<file path="src/rtl/edge_map_builder_pkg.sv">
`default_nettype none
//==== edge_map_builder_pkg : frame geometry, edge code and FSM states | rev 1.0 ====

package edge_map_builder_pkg;

   localparam int WIDTH      = 640;
   localparam int HEIGHT     = 480;
   localparam int IMG_PIXELS = WIDTH * HEIGHT;
   localparam int ADDR_W     = $clog2(IMG_PIXELS);
   localparam int BIN_W      = 3;
   localparam int COL_W      = $clog2(WIDTH);
   localparam int ROW_W      = $clog2(HEIGHT);
   localparam int CNT_W      = 12;

   localparam logic [BIN_W-1:0] EDGE_VAL = 3'b001;

   typedef enum logic [1:0] {
      S_IDLE  = 2'd0,
      S_SCAN  = 2'd1,
      S_FLUSH = 2'd2,
      S_DONE  = 2'd3
   } state_e;

endpackage

`default_nettype wire

</file>
<file path="src/rtl/edge_map_builder_window.sv">
`default_nettype none
//==== mask_window_3row : two-row-plus-one mask window with centre row/col tracking | rev 1.0 ====

module mask_window_3row #(
   parameter int WIDTH  = edge_map_builder_pkg::WIDTH,
   parameter int HEIGHT = edge_map_builder_pkg::HEIGHT
) (
   input  logic clk,
   input  logic rst,
   input  logic clear_i,
   input  logic shift_i,
   input  logic bit_i,
   output logic centre_o,
   output logic up_o,
   output logic down_o,
   output logic left_o,
   output logic right_o,
   output logic centre_valid_o
);
   import edge_map_builder_pkg::*;

   localparam int                 WIN_BITS = 2 * WIDTH + 1;
   localparam logic [COL_W-1:0]   LAST_COL = COL_W'(WIDTH - 1);
   localparam logic [ROW_W-1:0]   LAST_ROW = ROW_W'(HEIGHT - 1);
   localparam logic [COL_W:0]     PRIME    = (COL_W + 1)'(WIDTH);

   logic [WIN_BITS-1:0] win_q, win_d;
   logic [COL_W:0]      fill_q, fill_d;
   logic [COL_W-1:0]    col_q, col_d;
   logic [ROW_W-1:0]    row_q, row_d;
   logic                run_q, run_d;
   logic                fin_q, fin_d;
   logic                cv_q, cv_d;
   logic                last_px;

   assign last_px = (col_q == LAST_COL) && (row_q == LAST_ROW);

   // The first centre appears on the shift after WIDTH bits are already queued.
   always_comb begin
      win_d  = win_q;
      fill_d = fill_q;
      col_d  = col_q;
      row_d  = row_q;
      run_d  = run_q;
      fin_d  = fin_q;
      cv_d   = 1'b0;
      if (clear_i) begin
         win_d  = '0;
         fill_d = '0;
         col_d  = '0;
         row_d  = '0;
         run_d  = 1'b0;
         fin_d  = 1'b0;
      end else if (shift_i) begin
         win_d = {win_q[WIN_BITS-2:0], bit_i};
         if (fill_q != PRIME) begin
            fill_d = fill_q + 1'b1;
         end else if (!run_q && !fin_q) begin
            run_d = 1'b1;
            cv_d  = 1'b1;
            col_d = '0;
            row_d = '0;
         end else if (run_q) begin
            if (last_px) begin
               run_d = 1'b0;
               fin_d = 1'b1;
            end else begin
               cv_d = 1'b1;
               if (col_q == LAST_COL) begin
                  col_d = '0;
                  row_d = row_q + 1'b1;
               end else begin
                  col_d = col_q + 1'b1;
               end
            end
         end
      end
   end

   always_ff @(posedge clk) begin
      if (rst) begin
         win_q  <= '0;
         fill_q <= '0;
         col_q  <= '0;
         row_q  <= '0;
         run_q  <= 1'b0;
         fin_q  <= 1'b0;
         cv_q   <= 1'b0;
      end else begin
         win_q  <= win_d;
         fill_q <= fill_d;
         col_q  <= col_d;
         row_q  <= row_d;
         run_q  <= run_d;
         fin_q  <= fin_d;
         cv_q   <= cv_d;
      end
   end

   // Border masking by counters keeps the previous/next row from leaking across the wrap.
   assign centre_o       = win_q[WIDTH];
   assign up_o           = (row_q != '0)       && win_q[2*WIDTH];
   assign down_o         = (row_q != LAST_ROW) && win_q[0];
   assign left_o         = (col_q != '0)       && win_q[WIDTH+1];
   assign right_o        = (col_q != LAST_COL) && win_q[WIDTH-1];
   assign centre_valid_o = cv_q;

endmodule

`default_nettype wire

</file>
<file path="src/rtl/edge_map_builder.sv">
`default_nettype none
//==== edge_map_builder : raster-scans a 1-bit mask and writes a boundary-pixel map | rev 1.0 ====

module edge_map_builder #(
   parameter int WIDTH    = edge_map_builder_pkg::WIDTH,
   parameter int HEIGHT   = edge_map_builder_pkg::HEIGHT,
   parameter int READ_LAT = 2,
   parameter logic [edge_map_builder_pkg::BIN_W-1:0] EDGE_VAL = edge_map_builder_pkg::EDGE_VAL
) (
   input  logic                                       clk,
   input  logic                                       rst,
   input  logic                                       start,
   output logic [edge_map_builder_pkg::ADDR_W-1:0]    mask_addr_read,
   input  logic                                       mask_read,
   output logic [edge_map_builder_pkg::ADDR_W-1:0]    edge_addr_write,
   output logic [edge_map_builder_pkg::BIN_W-1:0]     edge_write,
   output logic                                       edge_we,
   output logic [edge_map_builder_pkg::CNT_W-1:0]     num_pixels,
   output logic                                       done
);
   import edge_map_builder_pkg::*;

   localparam logic [ADDR_W-1:0] LAST_ADDR = ADDR_W'(WIDTH * HEIGHT - 1);
   localparam logic [COL_W:0]    FLUSH_LEN = (COL_W + 1)'(WIDTH + 1);
   localparam logic [CNT_W-1:0]  CNT_MAX   = '1;

   state_e              state_q, state_d;
   logic                start_q;
   logic [ADDR_W-1:0]   rd_addr_q, rd_addr_d;
   logic                rd_vld_q, rd_vld_d;
   logic                rd_zero_q, rd_zero_d;
   logic [COL_W:0]      flush_cnt_q, flush_cnt_d;
   logic [READ_LAT-1:0] vld_pipe_q, zero_pipe_q;
   logic [ADDR_W-1:0]   wr_addr_q;
   logic [CNT_W-1:0]    num_q;
   logic                clear_win;
   logic                win_shift, win_bit;
   logic                c_px, up_px, dn_px, lf_px, rt_px, c_vld;
   logic                is_edge;

   always_ff @(posedge clk) begin
      start_q <= start;
   end

   always_comb begin
      state_d     = state_q;
      rd_addr_d   = rd_addr_q;
      rd_vld_d    = 1'b0;
      rd_zero_d   = 1'b0;
      flush_cnt_d = flush_cnt_q;
      clear_win   = 1'b0;
      unique case (state_q)
         S_IDLE: begin
            if (start && !start_q) begin
               state_d   = S_SCAN;
               rd_addr_d = '0;
               rd_vld_d  = 1'b1;
               clear_win = 1'b1;
            end
         end
         S_SCAN: begin
            rd_vld_d = 1'b1;
            if (rd_addr_q == LAST_ADDR) begin
               state_d     = S_FLUSH;
               rd_zero_d   = 1'b1;
               flush_cnt_d = (COL_W + 1)'(1);
            end else begin
               rd_addr_d = rd_addr_q + 1'b1;
            end
         end
         S_FLUSH: begin
            // Zero slots ride the tag pipe so they queue behind the last real reads.
            if (flush_cnt_q != FLUSH_LEN) begin
               rd_vld_d    = 1'b1;
               rd_zero_d   = 1'b1;
               flush_cnt_d = flush_cnt_q + 1'b1;
            end
            if (c_vld && (wr_addr_q == LAST_ADDR)) begin
               state_d = S_DONE;
            end
         end
         S_DONE: begin
            if (!start) begin
               state_d = S_IDLE;
            end
         end
         default: state_d = S_IDLE;
      endcase
   end

   always_ff @(posedge clk) begin
      if (rst) begin
         state_q     <= S_IDLE;
         rd_addr_q   <= '0;
         rd_vld_q    <= 1'b0;
         rd_zero_q   <= 1'b0;
         flush_cnt_q <= '0;
         vld_pipe_q  <= '0;
         zero_pipe_q <= '0;
      end else begin
         state_q       <= state_d;
         rd_addr_q     <= rd_addr_d;
         rd_vld_q      <= rd_vld_d;
         rd_zero_q     <= rd_zero_d;
         flush_cnt_q   <= flush_cnt_d;
         vld_pipe_q[0]  <= rd_vld_q;
         zero_pipe_q[0] <= rd_zero_q;
         for (int i = 1; i < READ_LAT; i++) begin
            vld_pipe_q[i]  <= vld_pipe_q[i-1];
            zero_pipe_q[i] <= zero_pipe_q[i-1];
         end
      end
   end

   assign win_shift = vld_pipe_q[READ_LAT-1];
   assign win_bit   = mask_read && !zero_pipe_q[READ_LAT-1];

   mask_window_3row #(
      .WIDTH  (WIDTH),
      .HEIGHT (HEIGHT)
   ) u_window (
      .clk            (clk),
      .rst            (rst),
      .clear_i        (clear_win),
      .shift_i        (win_shift),
      .bit_i          (win_bit),
      .centre_o       (c_px),
      .up_o           (up_px),
      .down_o         (dn_px),
      .left_o         (lf_px),
      .right_o        (rt_px),
      .centre_valid_o (c_vld)
   );

   assign is_edge = c_px && !(up_px && dn_px && lf_px && rt_px);

   always_ff @(posedge clk) begin
      if (rst) begin
         wr_addr_q <= '0;
         num_q     <= '0;
      end else if (clear_win) begin
         wr_addr_q <= '0;
         num_q     <= '0;
      end else if (c_vld) begin
         wr_addr_q <= wr_addr_q + 1'b1;
         if (is_edge && (num_q != CNT_MAX)) begin
            num_q <= num_q + 1'b1;
         end
      end
   end

   assign mask_addr_read  = rd_addr_q;
   assign edge_addr_write = wr_addr_q;
   assign edge_we         = c_vld;
   assign edge_write      = (c_vld && is_edge) ? EDGE_VAL : '0;
   assign num_pixels      = num_q;
   assign done            = (state_q == S_DONE);

endmodule

`default_nettype wire
</file>
<file path="config.mk">
export PLATFORM = sky130hd
export DESIGN_NAME = edge_map_builder
export DESIGN_NICKNAME = d
export VERILOG_FILES = /design/src/rtl/edge_map_builder_pkg.sv /design/src/rtl/edge_map_builder_window.sv /design/src/rtl/edge_map_builder.sv
export SDC_FILE = /design/constraint.sdc
export NUM_CORES = 2
export LEC_CHECK = 0
export ABC_CLOCK_PERIOD_IN_PS = 6100
export CAP_MARGIN = 20
export CORE_MARGIN = 2
export CORE_UTILIZATION = 35
export DETAILED_ROUTE_END_ITERATION = 10
export HOLD_SLACK_MARGIN = 0.12
export REMOVE_ABC_BUFFERS = 1
export SLEW_MARGIN = 20
export SYNTH_ARGS = -nofsm -noshare
export SYNTH_HDL_FRONTEND = slang
export SYNTH_HIERARCHICAL = 1
export SYNTH_SLANG_ARGS = --single-unit
</file>
<file path="constraint.sdc">
create_clock -name clk -period 6.1 [get_ports clk]
set_input_delay 1.22 -clock clk [delete_from_list [all_inputs] [get_ports clk]]
set_output_delay 1.22 -clock clk [all_outputs]
set_load 0.02 [all_outputs]
</file>
Yosys cells after proc, flatten, opt, wreduce, memory -nomap -nowiden
Cells that the tools add are included.
- bits in registers: 1384
- input bits: 4
- output and inout bits: 55
- logic and storage cells: 113
- $add $sub $neg: 7
- eq/ne operators: 19
- multiplexer cells: 29
- bitwise gates (word level): 3
- reduce and logical (&&, ||, !) cells: 38
- operator list (operator ; number):
    10-bit two-way mux ; 4
    19-bit by 1-bit adder with 19-bit output, second input constant ; 2
    19-bit equality test, second input constant ; 2
    19-bit two-way mux ; 2
    19-bit one-hot mux with 2 select lines ; 1
    9-bit two-way mux ; 4
    11-bit by 1-bit adder with 11-bit output, second input constant ; 2
    11-bit two-way mux ; 2
    11-bit by 10-bit != test with 1-bit output, second input constant ; 2
    11-bit one-hot mux with 2 select lines ; 1
    1-bit logical AND ; 15
    2-bit != test, second input constant ; 7
    12-bit by 1-bit adder with 12-bit output, second input constant ; 1
    12-bit != test, second input constant ; 1
    10-bit by 1-bit adder with 10-bit output, second input constant ; 1
    10-bit equality test, second input constant ; 1
    10-bit != test, second input constant ; 1
    5-bit AND reduction ; 2
    10-bit nonzero test ; 1
    9-bit by 1-bit adder with 9-bit output, second input constant ; 1
    9-bit equality test, second input constant ; 1
    9-bit != test, second input constant ; 1
    9-bit nonzero test ; 1
    1-bit two-way mux ; 8
    other kinds (15) ; 32

Logic depth before layout (Yosys ltp)
- depth after elaboration: 9
- gate-level depth with buffers: 10
- depth with buffers taken out: 9

By module
Netlist, hierarchy kept.
- by module, submodules not included (module ; times used ; cells each ; area each (um^2) ; sequential area each (um^2)):
    mask_window_3row ; 1 ; 4346 ; 46155.5 ; 26305.2
    edge_map_builder ; 1 ; 424 ; 3510.9 ; 1401.3

Worst setup path after synthesis
OpenSTA, ideal clock, no wires.
- path kind: reg2out
- start: register u_window.col_q[1]
- end: output port edge_write[0] in the netlist's numbering
- data arrival time: 1.649 ns
- required time: 4.880 ns
- setup slack: 3.231 ns
- cell stages (with the launch flop): 9
- path buffers: 1
- path through: dfxtp_1 > ha_1 > nand2_1 > clkbuf_1 > nor3_1 > nor2b_1 > nand4_1 > nand3_1 > inv_1
- elaborated cells on any way between the ends: 10
- classes of those cells: eq/ne: 1; mux: 1; reduce/logical: 8
- RTL lines (what ; line ; text):
    from (decl) ; edge_map_builder_window.sv:29 ; logic [COL_W-1:0] col_q, col_d;
    from (signal assigned) ; edge_map_builder_window.sv:92 ; col_q <= col_d;
    10-bit != test ; edge_map_builder_window.sv:105 ; assign right_o = (col_q != LAST_COL) && win_q[WIDTH-1];
    1-bit logical AND ; edge_map_builder_window.sv:105 ;
    net rt_px ; edge_map_builder.sv:38 ; logic c_px, up_px, dn_px, lf_px, rt_px, c_vld;
    1-bit logical AND ; edge_map_builder.sv:135 ; assign is_edge = c_px && !(up_px && dn_px && lf_px && rt_px);
    1-bit zero test ; edge_map_builder.sv:135 ;
    1-bit logical AND ; edge_map_builder.sv:135 ;
    1-bit logical AND ; edge_map_builder.sv:155 ; assign edge_write = (c_vld && is_edge) ? EDGE_VAL : '0;
    1-bit two-way mux ; edge_map_builder.sv:155 ;
    to (decl) ; edge_map_builder.sv:16 ; output logic [edge_map_builder_pkg::BIN_W-1:0] edge_write,
The timed path passes the listed nets, and every way through them passes these cells.

Worst setup path after layout
Same ends and word-level chain as after synthesis.

==> impl_metrics.py <==
metrics = {
    "timing": {
        "rsz0062_at_grt": "no",
        "period_share": 0.772,
        "finalSetupTns_ns": 0,
        "slew-limit-headroom": 0.254,
        "setup_violations": 0,
        "hold_violations": 0,
        "max_freq_ghz": 0.212,
        "drv_slew": 0,
        "min_period_ns": 4.71,
        "fin_ws_ns": 1.39,
        "worst_pin_slew_ns": 1.12,
        "skew_ns": 0.0278,
    },
    "global_routing": {
        "grt_pass1_vias": 29000,
        "antenna_found_initial": 0,
        "grt_first_pass_wirelength_um": 131000,
        "grt_max_degree": 239,
        "globalRouteTotalUtil": 0.101,
        "overflow": 0,
    },
    "synth": {
        "synth_edf_count": 0,
        "syn_avg_cell_area_sq_um": 10.4,
        "synth_top_cell_by_area": "dfxtp_1",
        "ys_ff_latch": 1384,
        "yosysUniqueCellTypes": 68,
        "netlist_instances": 4770,
        "yosysMostFrequentCell": "dfxtp_1",
        "yosysTopAreaCellShare": 0.558,
        "synth.top_cells.by_count": "dfxtp_1, nor2_1, mux2i_1, clkbuf_1, buf_1",
        "yosysSeqAreaShare": 0.558,
        "synthesis.area_sq_um": 49700,
        "synth_area_leaders": "dfxtp_1, mux2i_1, nor2_1",
        "ys_warn_count": 6,
        "async_flop_share": 0,
        "synth_ff_type": "dfxtp_1",
    },
    "clock_tree": {
        "clock_sinks": 1384,
        "post_cts_buffers": 0,
        "clk_path_buf_depth": 3,
        "h-tree-depth": 4,
        "cts-root-buf": "clkbuf_16",
        "clock_latency_ns": 0.75,
        "cts_made_buffers": 144,
        "cts_tree": "done",
        "cts_resized": 0,
        "clkTransAtPathRegs_ns": 0.06,
        "postCtsHoldBufs": 0,
    },
    "finish": {
        "post-route-util": 0.403,
        "antennaDiodeCount": 0,
        "drive_gt1_frac": 0.0591,
        "fin_area_sq_um": 56900,
        "layout-area-overhead-vs-synth_pct": 14.6,
        "finalNetCount": 4714,
    },
    "pwr": {
        "clockPowerShare": 0.465,
        "power_density_nw_per_um2": 346,
        "swShare": 0.227,
        "pwr-share-seq": 0.461,
        "switchingPower_uw": 4460,
        "internal_power_uw": 15200,
        "leakagePower_uw": 0.0186,
        "combPwrFrac": 0.074,
        "ir_drop_uv": 286,
    },
    "die": {
        "core-area_sq_um": 141000,
        "die_area_sq_um": 145000,
        "rows": 138,
        "die_y_um": 381,
        "start_util": 0.352,
        "die_x_um": 381,
        "ios": 59,
    },
    "placement": {
        "gp_congestion": 0.755,
        "post_dp_cell_area_sq_um": 51800,
        "dp_hpwl_um": 39800,
        "portBuffers": 56,
        "dp_slack_ns": 2.07,
    },
    "route": {
        "ant_nets": 0,
        "post_drt_wl_per_cell_um": 11.1,
        "dr.pass1.iters": 5,
        "remaining_drc_errors": 0,
        "vias": 30300,
        "drt_iter0_drc": 1638,
        "drt_wl_total_um": 74300,
        "via_per_inst": 4.53,
    },
    "worst_hold_path": {
        "hp-class": "reg2reg",
    },
    "setup_path": {
        "worst_path_largest_cell_delay_ns": 0.64,
        "path_delay_family": "simple AND/OR/NAND/NOR gates",
        "end_kind": "primary output",
        "cp.arrival_ns": 3.49,
        "crit_type": "reg2out",
        "slowest_stage": "nor3_1",
        "worst-path-buf-inv": 2,
        "cp.required_ns": 4.88,
        "path_cells": "ha_1, nand2_1, nor3_1, nor2b_1, nand4_1, nand3_1, inv_1, clkdlybuf4s50_1",
        "setup.worst_path.start_class": "flop",
        "cp_max_fo": 11,
    },
    "job": {
        "maxCapViolations": 0,
    },
    "run_status": {
        "outcome": "finished clean",
    },
}
worst paths after layout:
kind	startpoint	end	slack, ns	cells after the start
min reg2reg	vld_pipe_q[0]$_SDFF_PP0_	vld_pipe_q[1]$_SDFF_PP0_	0.44	1
max reg2reg	u_window/col_q[1]$_SDFFE_PP0P_	num_pixels[10]$_SDFFE_PP0P_	3.02	9
min	vld_pipe_q[0]$_SDFF_PP0_	vld_pipe_q[1]$_SDFF_PP0_	0.44	1
max	u_window/col_q[1]$_SDFFE_PP0P_	edge_write[0]	1.39	8
per-layer routing:
metal	track usage	wire [um]
met1	0.125	36400
met2	0.167	33000
met3	0.0268	3100
met4	0.0405	1850
met5	0	0
per-stage QoR:
stage	cells	total power, uW	hold WS, ns
3_3_place_gp	6438	10700	0.416
3_5_place_dp	6438	10800	0.425
5_1_grt	6698	20500	0.460
4_1_cts	6698	20100	0.440
6_report	6698	19700	0.438
2_1_floorplan	4462	13000	0.414
power groups by stage:
stage          Combinational [uW]  Sequential, uW  Clock (uW)
2_1_floorplan                3510            9510           0
3_3_place_gp                 1460            9280           0
3_5_place_dp                 1470            9280           0
4_1_cts                      1470            9080        9520
5_1_grt                      1570            9080        9880
6_report                     1450            9080        9150
registers in the layout, indices dropped and copies added (netlist names):
register                 flops
u_window/row_q               9
vld_pipe_q                   2
edge_addr_write             19
u_window/run_q               1
rd_zero_q                    1
num_pixels                  12
u_window/fill_q             11
flush_cnt_q                 11
state_q                      2
zero_pipe_q                  2
rd_vld_q                     1
u_window/win_q            1281
u_window/col_q              10
mask_addr_read              19
start_q                      1
u_window/fin_q               1
u_window/centre_valid_o      1
cell families (layout without fill, tap and decap cells):
kind of cell | count (synthesis) | in the layout | synth area share
simple gates | 1582 | 1582 | 0.129
flops | 1384 | 1384 | 0.558
mux | 1289 | 1289 | 0.260
buf+inv | 337 | 374 | 0.0265
compound gates | 124 | 124 | 0.0159
xor+xnor | 37 | 37 | 0.00652
fa+ha+maj | 16 | 16 | 0.00403
other cells | 1 | 2 | 0.0000755
cells in the final DEF, fill, tap and decap left out, types with 12 or more instances in the layout:
cell                n
nand4_1            28
clkbuf_16         150
clkbuf_8           40
clkbuf_1           24
nor2_1           1357
nand2_1            51
inv_1              27
clkdlybuf4s50_1    56
nor4_1             12
ha_1               16
bufinv_16          16
clkinv_2           18
dfxtp_1          1383
nor2b_1            12
xnor2_1            16
nor3_1             12
o21ai_0            18
mux2i_1          1289
xor2_1             21
nand3_1            35
a21oi_1            43
and3_1             17
buf_4              19
cell type report:
| type | count | area, sq um |
|---|---|---|
| sequential | 1384 | 27700 |
| timing repair buffer | 86 | 923 |
| inverter | 28 | 105 |
| multi-input combinational | 3050 | 20700 |
| fill | 13800 | 84300 |
| clock inverter | 46 | 733 |
| clock buffer | 214 | 4390 |
| tap | 1890 | 2360 |
No activity file was read; power rests on OpenSTA's default activity.
